## config.mk

```make
export PLATFORM = sky130hd
export DESIGN_NAME = snake_row_shifter
export DESIGN_NICKNAME = d
export VERILOG_FILES = /design/src/rtl/snake_row_shifter.sv
export SDC_FILE = /design/constraint.sdc
export NUM_CORES = 1
export LEC_CHECK = 0
export ABC_AREA = 1
export CAP_MARGIN = 20
export CORE_MARGIN = 8
export CORE_UTILIZATION = 45
export CTS_CLUSTER_SIZE = 24
export DETAILED_ROUTE_END_ITERATION = 8
export DONT_BUFFER_PORTS = 1
export PLACE_DENSITY = 0.61
export SYNTH_ARGS = -nofsm -noshare
export SYNTH_HDL_FRONTEND = slang
export SYNTH_SLANG_ARGS = --single-unit
```

## constraint.sdc

```tcl
create_clock -name clk -period 1.3 [get_ports clk]
set_input_delay 0 -clock clk [delete_from_list [all_inputs] [get_ports clk]]
set_output_delay 0 -clock clk [all_outputs]
set_load 0.005 [all_outputs]
```

## src/rtl/snake_row_shifter.sv

```systemverilog
// Row register with IDLE-time bit set/clear masks and a multi-cycle shift/rotate
// engine that moves the row one bit per clock.
module snake_row_shifter #(
  parameter int WIDTH  = 8,
  parameter int STEP_W = 4
) (
  input  logic              clk,
  input  logic              reset,
  input  logic [WIDTH-1:0]  mask_set,
  input  logic [WIDTH-1:0]  mask_clr,
  input  logic              cmd_valid,
  output logic              cmd_ready,
  input  logic              cmd_dir,
  input  logic [STEP_W-1:0] cmd_steps,
  input  logic              cmd_rotate,
  input  logic              ovf_clr,
  output logic [WIDTH-1:0]  row,
  output logic              busy,
  output logic              done,
  output logic              overflow,
  output logic              state_dbg
);

  // Handshake: a command transfers on a rising edge where cmd_valid && cmd_ready;
  // cmd_ready is high exactly in IDLE and does not depend on cmd_valid.
  localparam logic S_IDLE  = 1'b0;
  localparam logic S_SHIFT = 1'b1;

  logic              r_state;
  logic [STEP_W-1:0] r_cnt;
  logic              r_dir;
  logic              r_rot;
  logic [WIDTH-1:0]  r_row;
  logic              r_ovf;
  logic              r_done;

  logic [WIDTH-1:0]  w_row_left;
  logic [WIDTH-1:0]  w_row_right;
  logic [WIDTH-1:0]  w_row_shifted;
  logic              w_out_bit;
  logic              w_ovf_set;

  // The bit leaving the row either wraps to the opposite end or is replaced by 0.
  assign w_row_left    = {r_row[WIDTH-2:0], r_rot ? r_row[WIDTH-1] : 1'b0};
  assign w_row_right   = {r_rot ? r_row[0] : 1'b0, r_row[WIDTH-1:1]};
  assign w_row_shifted = r_dir ? w_row_left : w_row_right;
  assign w_out_bit     = r_dir ? r_row[WIDTH-1] : r_row[0];
  assign w_ovf_set     = (r_state == S_SHIFT) && !r_rot && w_out_bit;

  always_ff @(posedge clk or posedge reset) begin
    if (reset) begin
      r_state <= S_IDLE;
      r_cnt   <= '0;
      r_dir   <= 1'b0;
      r_rot   <= 1'b0;
      r_row   <= '0;
      r_done  <= 1'b0;
    end else begin
      r_done <= 1'b0;
      case (r_state)
        S_IDLE: begin
          r_row <= (r_row & ~mask_clr) | mask_set;
          if (cmd_valid) begin
            r_dir <= cmd_dir;
            r_rot <= cmd_rotate;
            r_cnt <= cmd_steps;
            if (cmd_steps == '0) r_done  <= 1'b1;
            else                 r_state <= S_SHIFT;
          end
        end
        S_SHIFT: begin
          r_row <= w_row_shifted;
          r_cnt <= r_cnt - STEP_W'(1);
          if (r_cnt == STEP_W'(1)) begin
            r_state <= S_IDLE;
            r_done  <= 1'b1;
          end
        end
        default: r_state <= S_IDLE;
      endcase
    end
  end

  // A set event on the same edge as ovf_clr takes priority.
  always_ff @(posedge clk or posedge reset) begin
    if (reset)          r_ovf <= 1'b0;
    else if (w_ovf_set) r_ovf <= 1'b1;
    else if (ovf_clr)   r_ovf <= 1'b0;
  end

  assign cmd_ready = (r_state == S_IDLE);
  assign busy      = (r_state == S_SHIFT);
  assign row       = r_row;
  assign done      = r_done;
  assign overflow  = r_ovf;
  assign state_dbg = r_state;

endmodule

```

==> flow_summary_export.csv, run 1 <==
group,metric,value,unit
drt,drt-pass1-iter-count,4,
yosys,synth.most_common_cell,"nand2_1",
power,total_power,2440,µW
timing,timing.final.crit_share,84.1,%
global_route,grt_pass1_vias,936,
yosys,syn_avg_cell_area,7.53,µm²
timing,slew_violations,0,
critical_path,crit_type,"reg -> reg",
yosys,seq_area_frac_synth,45.2,%
power,p_switching,1090,µW
placement,gp_congestion,0.748,
yosys,synthCells,125,
drt,viasPerCell,4.97,
clock_network,cts_max_level,1,
cells_and_area,drive_gt1_share,7.89,%
power,max-vdd-ir-drop,0.00101,V
global_route,grt_overflow,0,
clock_network,clockRootBuffer,"clkbuf_4",
clock_network,tritoncts,"yes",
power,clkPwrFrac,11.4,%
timing,finalHoldViolCount,0,
yosys,ys_types,16,
cells_and_area,fin_nets,181,
yosys,synth_area_leaders,"dfrtp_1, nand2_1, o21ai_0",
global_route,busiest_layer,"met2",
timing,finClkSkew,0.00239,ns
yosys,synth_ff_type,"dfrtp_1",
timing,rsz0062_at_grt,"false",
timing,whs,0.234,ns
yosys,ys_ff_latch,17,
yosys,syn_nets,153,
global_route,met2_usage,25.7,%
power,powerDensity,1990,nW/µm²
placement,dpl.hpwl,1720,µm
power,internal-power,1350,µW
critical_path,arrival,1.27,ns
job,cap_viol_max_count,0,
global_route,grt_max_degree,18,
drt,wire_per_inst,14.0,µm
clock_network,clockBufferDepth,2,
floorplan,chipHeight,61.7,µm
placement,dp_cells,150,
critical_path,end_kind,"flop",
yosys,yosys.area.top_type,"dfrtp_1",
clock_network,cts.sinks,17,
power,switching_share,44.7,%
clock_network,cts_hold_buf,24,
cells_and_area,area_growth,30.6,%
clock_network,post_cts_resized,0,
run_status,status,"finished, final reports clean",
power,leakage,0.000600,µW
drt,drt_iter0_drc,46,
clock_network,cts_made_buffers,3,
global_route,grt.total_usage,14.6,%
floorplan,dieArea,3810,µm²
yosys,synth_top_area_share,45.2,%
global_route,antenna_found_initial,0,
yosys,yosys_warnings,0,
global_route,use_met3,4.94,%
floorplan,fp.dieW,61.7,µm
power,comb_power_share,42.9,%
timing,fin_crit,1.09,ns
timing,fmax,914,MHz
critical_path,cp-start-kind,"flop",
cells_and_area,n_antenna_cell,0,
yosys,synth_area,941,µm²
drt,ant_nets,0,
clock_network,path_clk_slew,0.10,ns
floorplan,coreArea,1960,µm²
power,pwr-share-seq,45.8,%
cells_and_area,stdcell_count,179,
yosys,ys_async_sr_fraction,100,%
global_route,met1_usage,15.6,%
yosys,synth_edf_count,0,
floorplan,boundaryPins,39,
global_route,grt_pass1_wl,4200,µm
critical_path,worstPathRequired,1.47,ns
worst_hold_path,hold_class,"in -> async",
timing,fin_setup_tns,0,ns
placement,port_buffers,0,
floorplan,initial_core_util,48.0,%
timing,slew-limit-headroom,56.8,%
clock_network,clk_latency,0.28,ns
critical_path,cp_max_fo,4,
yosys,yosys-top-cells-count,"nand2_1, nor2_1, dfrtp_1, o21ai_0, inv_1",
timing,setup_viol,0,
cells_and_area,fin_util,62.6,%
drt,dr_total_vias,889,
floorplan,rows,16,
drt,drc_errors,0,
timing,worst_slew_pin_slew,0.647,ns
drt,totalWireLength,2500,µm
clock_network,cts_setup_buffers,0,
## flip-flops by register name, summed over array words and instances, names as in the netlist
register and cells:
done 1, r_dir 1, busy 1, overflow 1, r_rot 1, r_cnt 4
row 8
## power by group through the flow
stage | logic (µW) | registers (µW) | clock network [µW]
final | 1050 | 1120 | 277
after floorplan | 893 | 1020 | 0
after detailed placement | 989 | 1120 | 0
after global placement | 960 | 1120 | 0
after CTS | 1050 | 1110 | 294
after global routing | 1250 | 1160 | 318
## final timing paths
kind / slack [ns] / end / cells after the start / from
setup / recovery: 0.21 / r_cnt[2]$_DFFE_PP0P_ / 5 / r_cnt[0]$_DFFE_PP0P_
hold / removal: 0.23 / r_cnt[3]$_DFFE_PP0P_ / 2 / reset
setup reg to reg: 0.21 / r_cnt[2]$_DFFE_PP0P_ / 5 / r_cnt[0]$_DFFE_PP0P_
hold reg to reg: 0.53 / overflow$_DFFE_PP0P_ / 2 / overflow$_DFFE_PP0P_
max in group asynchronous: 0.65 / r_cnt[1]$_DFFE_PP0P_ / 2 / reset
min in group clk: 0.40 / overflow$_DFFE_PP0P_ / 4 / ovf_clr
## metrics by stage
stage | setup slack (ns) | instance area, µm²
after global placement | 0.256 | 952
final | 0.206 | 1230
after CTS | 0.209 | 1220
after floorplan | 0.278 | 941
after detailed placement | 0.220 | 952
after global routing | 0.138 | 1230
## kinds of logic after synthesis
logic type	count (synthesis)	share of synthesized area, %
AOI/OAI and AO/OA	27	16.0
and+or+nand+nor	55	23.4
xor gates and xnor gates	1	0.931
DFF	17	45.2
adders and majority gates	2	2.66
buffers and inverters	23	11.8
## critical path, stage by stage, from the launching register on
cell     delay [ns]
dfrtp_1        0.42
inv_1          0.09
ha_1           0.21
xor2_1         0.15
nand2_1        0.06
nand3_1        0.06
## cell usage in the layout (no fill, tap or decap)
cell            n
nor2_1         21
nand2_2         2
o21ai_1         8
dlygate4sd3_1  25
dfrtp_1        17
o21ai_0        17
nand3_1         6
inv_1          16
xor2_1          1
inv_2           2
inv_4           1
nor3_1          1
clkbuf_4        3
clkbuf_1        1
nand2_1        25
o211ai_2        2
ha_1            2
buf_4           2
## layout make-up
class                      instances  area, µm²
multi-input combinational         85        404
inverter                          19       73.8
sequential                        17        425
tap                               27       33.8
timing repair buffer              27        265
clock buffer                       4       26.3
fill                             188        733
## metal layers
metal / vias up / share of wire, %
met3: 6 / 9.3
met5: - / 0
met4: 0 / 2.1
li1: 444 / -
met1: 409 / 40
met2: 30 / 49
No activity file was read; power rests on OpenSTA's default activity.
==> inputs of run 2 (changes only) <==
==> constraint.sdc (replaced) <==
create_clock -name clk -period 1.1 [get_ports clk]
set_input_delay 0 -clock clk [delete_from_list [all_inputs] [get_ports clk]]
set_output_delay 0 -clock clk [all_outputs]
set_load 0.005 [all_outputs]
==> flow_summary_export.csv, run 2 (synthesized netlist as in run 1, its figures left out) <==
group,metric,value,unit
power,clkPwrFrac,10.5,%
power,leakage,0.000648,µW
job,cap_viol_max_count,0,
floorplan,initial_core_util,48.0,%
cells_and_area,stdcell_count,189,
clock_network,clk_latency,0.29,ns
cells_and_area,nFillCells,179,
cells_and_area,multiInputGateArea,409,µm²
cells_and_area,drive_gt1_share,16.0,%
cells_and_area,largest_reg_flops,8,
timing,timing.final.crit_share,93.8,%
clock_network,cts_made_buffers,3,
power,internal-power,1820,µW
floorplan,coreArea,1960,µm²
critical_path,arrival,1.03,ns
drt,drt-pass1-iter-count,4,
placement,gp_congestion,0.825,
placement,port_buffers,0,
drt,ant_nets,0,
critical_path,crit_type,"reg -> out",
cells_and_area,final_cell_mix,"nand2_1, dlygate4sd3_1, nor2_1",
drt,totalWireLength,2530,µm
timing,setup_viol,0,
critical_path,reg2reg_to,"busy$_DFF_PP0_",
power,comb_power_share,48.1,%
floorplan,boundaryPins,39,
timing,fmax,969,MHz
global_route,grt.total_usage,14.1,%
floorplan,fp.dieW,61.7,µm
power,pwr-share-seq,41.4,%
global_route,grt_pass1_vias,929,
critical_path,end_kind,"output port",
clock_network,cts.sinks,17,
critical_path,worstPathRequired,1.10,ns
floorplan,rows,16,
critical_path,cp-start-kind,"flop",
cells_and_area,area_growth,40.6,%
global_route,grt_overflow,0,
cells_and_area,fin_area,1320,µm²
critical_path,slowest_delay,0.47,ns
clock_network,clockRootBuffer,"clkbuf_4",
power,switching_share,42.7,%
power,powerDensity,2400,nW/µm²
timing,finClkSkew,0.00347,ns
clock_network,path_clk_slew,0.10,ns
timing,finalHoldViolCount,0,
global_route,antenna_found_initial,0,
drt,wire_per_inst,13.4,µm
cells_and_area,n_antenna_cell,0,
power,p_switching,1350,µW
placement,post_dp_cell_area,990,µm²
critical_path,path_cells,"buf_6 > buf_6",
global_route,grt_pass1_wl,4090,µm
cells_and_area,regArea,427,µm²
critical_path,r2r_start,"r_cnt[0]$_DFFE_PP0P_",
clock_network,cts_max_level,1,
drt,dr_total_vias,939,
timing,slew_violations,0,
critical_path,crit_top_cell,"buf_6",
critical_path,r2r_slack,0.07,ns
timing,fin_ws,0.0685,ns
timing,fin_crit,1.03,ns
drt,drc_errors,0,
critical_path,rr_worst_depth,5,
worst_hold_path,hold_class,"in -> async",
global_route,grt_max_degree,18,
power,total_power,3170,µW
timing,slew-limit-headroom,84.7,%
cells_and_area,fin_util,67.4,%
placement,dp_cells,155,
placement,place_ws,0.0328,ns
drt,viasPerCell,4.97,
timing,worst_slew_pin_slew,0.229,ns
timing,rsz0062_at_grt,"true",
floorplan,chipHeight,61.7,µm
cells_and_area,fin_nets,191,
drt,drt_iter0_drc,57,
placement,dpl.hpwl,1750,µm
critical_path,cp_slowest_cell,"dfrtp_2",
floorplan,dieArea,3810,µm²
power,max-vdd-ir-drop,0.00151,V
clock_network,tritoncts,"yes",
clock_network,clockBufferDepth,2,
critical_path,cp_max_fo,11,
run_status,status,"finished, final reports clean",
[run 2: timing repair]
action | in CTS | in global routing
buffers inserted | 1 | 5
hold endpoints to repair | 34 | 0
setup endpoints to repair | 1 | 5
gates cloned | 0 | 0
hold buffers | 25 | 0
gates resized for setup | 2 | 7
[run 2: metrics by stage]
stage | hold WS [ns] | TNS, ns
after floorplan | -0.0739 | 0
after global placement | -0.0815 | 0
after detailed placement | -0.0806 | 0
after CTS | 0.152 | 0
after global routing | 0.172 | -0.00905
final | 0.160 | 0
[run 2: critical path, delay by kind of cell (launching register included)]
kind | cells | cell delay (ns)
flops | 1 | 0.47
buf+inv | 2 | 0.28
[run 2: how the worst max path moves through the flow]
stage / from / end / slack (ns) / cells after the start
6_report: busy$_DFF_PP0_ / busy / 0.07 / 2
5_1_grt: r_cnt[0]$_DFFE_PP0P_ / r_cnt[2]$_DFFE_PP0P_ / -0.009 / 5
4_1_cts: busy$_DFF_PP0_ / busy / 0.01 / 2
3_5_place_dp: r_cnt[0]$_DFFE_PP0P_ / r_cnt[2]$_DFFE_PP0P_ / 0.03 / 5
3_3_place_gp: r_cnt[0]$_DFFE_PP0P_ / r_cnt[2]$_DFFE_PP0P_ / 0.08 / 5
2_1_floorplan: r_cnt[0]$_DFFE_PP0P_ / r_cnt[2]$_DFFE_PP0P_ / 0.08 / 5
[run 2: per-layer routing]
layer / vias up / share of wire [%] / global-route usage [%]
met5: - / 0 / 0
met4: 0 / 0 / 2.92
met3: 0 / 8.1 / 4.94
met2: 29 / 50 / 25.0
met1: 441 / 42 / 15.8
li1: 469 / - / -
[run 2: final cells by class]
type | instances | area share (%)
Clock buffer | 4 | 1.99
Tap cell | 27 | 2.55
Multi-Input combinational cell | 85 | 30.9
Timing Repair Buffer | 37 | 26.3
Sequential cell | 17 | 32.3
Inverter | 19 | 5.96
[run 2: power groups by stage]
stage	sequential [µW]	clock (µW)	combinational, µW
2_1_floorplan	1200	0	1060
3_3_place_gp	1300	0	1250
3_5_place_dp	1310	0	1300
4_1_cts	1300	350	1380
5_1_grt	1350	370	1780
6_report	1310	332	1520
==> inputs of run 3 (changes only) <==
--- a/config.mk
+++ b/config.mk
@@ -5,7 +5,7 @@
 export SDC_FILE = /design/constraint.sdc
 export NUM_CORES = 1
 export LEC_CHECK = 0
-export ABC_AREA = 1
+export ABC_AREA = 0
 export CAP_MARGIN = 20
 export CORE_MARGIN = 8
 export CORE_UTILIZATION = 45
==> flow_summary_export.csv, run 3 <==
group,metric,value,unit
run_status,status,"finished, violations left",
run_status,violations,"setup timing",
power,pwr-share-seq,44.0,%
timing,worst_slew_pin_slew,0.339,ns
timing,timing.final.crit_share,101,%
yosys,yosys-top-cells-count,"dfrtp_1, o21ai_0, nor2b_1, a21oi_1, mux2i_1",
global_route,grt_max_degree,24,
critical_path,cp-start-kind,"flop",
cells_and_area,largest_reg_flops,8,
placement,port_buffers,0,
yosys,yosys_warnings,0,
power,clkPwrFrac,10.9,%
cells_and_area,fin_nets,150,
floorplan,initial_core_util,46.5,%
floorplan,boundaryPins,39,
timing,finalHoldViolCount,0,
critical_path,rr_worst_depth,2,
critical_path,path_cells,"nor2b_4 > mux2_2",
worst_hold_path,hold-path-endpoint,"r_dir$_DFFE_PP0P_",
yosys,synth_area,895,µm²
clock_network,clockBufferDepth,2,
critical_path,cp_slowest_cell,"dfrtp_2",
critical_path,arrival,1.30,ns
timing,fmax,903,MHz
timing,slew_violations,0,
critical_path,slowest_delay,0.49,ns
critical_path,worstPathRequired,1.29,ns
drt,drt_iter0_drc,29,
yosys,ys_async_sr_fraction,100,%
power,powerDensity,2340,nW/µm²
timing,fin_crit,1.11,ns
power,comb_power_share,45.1,%
yosys,synthCells,88,
critical_path,r2r_slack,-0.007,ns
global_route,grt_overflow,0,
yosys,synth_area_leaders,"dfrtp_1, mux2i_1, o21ai_0",
drt,wire_per_inst,16.5,µm
timing,rsz0062_at_grt,"true",
clock_network,cts_made_buffers,3,
floorplan,fp.dieW,60.6,µm
yosys,syn_nets,116,
cells_and_area,multiInputGateArea,467,µm²
floorplan,rows,16,
timing,slew-limit-headroom,77.2,%
yosys,synth_ff_type,"dfrtp_1",
cells_and_area,nFillCells,142,
yosys,synth_top_area_share,47.6,%
floorplan,coreArea,1920,µm²
cells_and_area,fin_util,68.7,%
clock_network,clockRootBuffer,"clkbuf_4",
worst_hold_path,whs_path_depth,2,
drt,drt-pass1-iter-count,4,
timing,fin_setup_tns,-0.00726,ns
drt,ant_nets,0,
clock_network,cts_max_level,1,
yosys,syn_avg_cell_area,10.2,µm²
critical_path,end_kind,"flop",
global_route,grt.total_usage,14.1,%
drt,viasPerCell,5.29,
power,p_switching,1220,µW
drt,dr_total_vias,783,
placement,place_ws,-0.0161,ns
cells_and_area,drive_gt1_share,23.1,%
yosys,yosys.area.top_type,"dfrtp_1",
cells_and_area,regArea,429,µm²
yosys,seq_area_frac_synth,47.6,%
clock_network,path_clk_slew,0.11,ns
worst_hold_path,hold_start,"cmd_valid",
floorplan,chipHeight,60.6,µm
cells_and_area,area_growth,47.6,%
critical_path,r2r_start,"busy$_DFF_PP0_",
critical_path,crit_type,"reg -> reg",
drt,totalWireLength,2440,µm
power,switching_share,39.6,%
floorplan,dieArea,3670,µm²
timing,setup_viol,1,
job,cap_viol_max_count,0,
drt,drc_errors,0,
yosys,ys_ff_latch,17,
clock_network,cts.sinks,17,
placement,dpl.hpwl,1570,µm
power,max-vdd-ir-drop,0.00126,V
yosys,synth_edf_count,0,
cells_and_area,final_cell_mix,"dlygate4sd3_1, o21ai_0, dfrtp_1",
global_route,antenna_found_initial,0,
timing,finClkSkew,0.00825,ns
placement,gp_congestion,0.805,
cells_and_area,final_common_cell,"dlygate4sd3_1",
power,leakage,0.000579,µW
cells_and_area,n_antenna_cell,0,
yosys,synth.most_common_cell,"dfrtp_1",
clock_network,clk_latency,0.29,ns
critical_path,cp_max_fo,3,
power,internal-power,1870,µW
clock_network,tritoncts,"yes",
global_route,grt_pass1_wl,3860,µm
timing,fin_ws,-0.00726,ns
worst_hold_path,hold_class,"in -> reg",
yosys,ys_types,28,
global_route,grt_pass1_vias,790,
critical_path,reg2reg_to,"r_rot$_DFFE_PP0P_",
==> run 3: cell count changes after synthesis, sizes merged, moves of 2 or more <==
cell | previous run | this run
a21oi | 0 | 7
mux2 | 0 | 2
nand2 | 27 | 2
o211a | 0 | 2
mux2i | 0 | 7
inv | 19 | 6
o21ai | 25 | 15
o211ai | 2 | 0
nor2b | 0 | 11
nand3 | 6 | 0
nor2 | 21 | 1
==> run 3: timing repair <==
item                       CTS  global route
cloned                       0             0
gates resized for setup      3            17
hold buffers                25             0
setup endpoints to repair    3            12
buffers inserted             1             1
hold endpoints to repair    34             0
pin swaps                    0             2
==> run 3: routing by layer <==
layer / part of all wire [%] / wire, µm / vias to the layer above / global-route usage, %
met5: 0 / 0 / - / 0
met4: 1.7 / 42 / 0 / 7.31
met3: 8.2 / 200 / 6 / 4.45
met2: 46 / 1130 / 27 / 21.7
met1: 44 / 1060 / 377 / 17.2
li1: - / - / 373 / -
==> run 3: worst max path at each step <==
stage,from,to,slack [ns],depth (start not counted)
after global placement,r_cnt[0]$_DFFE_PP0P_,done$_DFF_PP0_,0.03,3
after floorplan,busy$_DFF_PP0_,r_dir$_DFFE_PP0P_,0.02,2
final,busy$_DFF_PP0_,r_rot$_DFFE_PP0P_,-0.007,2
after CTS,r_cnt[0]$_DFFE_PP0P_,done$_DFF_PP0_,0.01,3
after global routing,r_cnt[1]$_DFFE_PP0P_,done$_DFF_PP0_,-0.04,4
after detailed placement,r_cnt[1]$_DFFE_PP0P_,done$_DFF_PP0_,-0.02,4
==> run 3: logic make-up (layout without fill, tap and decap cells) <==
kind of cell / count (synthesis) / in the layout / synth area share, %
AO/OA/AOI/OAI: 29 / 29 / 19.9
AND/OR/NAND/NOR: 18 / 18 / 12.0
flip-flops: 17 / 17 / 47.6
buffers and inverters: 11 / 44 / 5.45
multiplexers: 9 / 9 / 10.3
adder cells (fa/ha/maj): 2 / 2 / 2.80
XOR/XNOR: 2 / 2 / 1.96
==> run 3: critical path, delay by kind of cell (launching register included) <==
| family | cells | cell delay (ns) |
|---|---|---|
| muxes | 1 | 0.34 |
| and+or+nand+nor | 1 | 0.18 |
| DFF | 1 | 0.49 |
==> run 3: final cells by class <==
| type | instances | area share (%) |
|---|---|---|
| Inverter | 6 | 2.27 |
| Clock inverter | 1 | 0.379 |
| Clock buffer | 3 | 1.71 |
| Multi-Input combinational cell | 60 | 35.4 |
| Tap cell | 27 | 2.56 |
| Sequential cell | 17 | 32.5 |
| Timing Repair Buffer | 34 | 25.2 |
==> run 3: power groups by stage <==
| stage | registers, µW | logic, µW | clock network [µW] |
|---|---|---|---|
| floorplan | 1200 | 868 | 0 |
| global placement | 1280 | 1060 | 0 |
| detailed placement | 1290 | 1100 | 0 |
| CTS | 1290 | 1220 | 348 |
| global route | 1400 | 1570 | 381 |
| finish | 1360 | 1390 | 338 |
==> run 3: through the flow <==
stage	hold slack, ns	std cells	area, µm²	power, µW
final	0.0384	148	1320	3090
after global routing	0.0246	148	1320	3340
after CTS	0.0572	147	1250	2860
after detailed placement	-0.166	117	956	2390
after global placement	-0.165	117	956	2340
after floorplan	-0.0740	88	896	2070
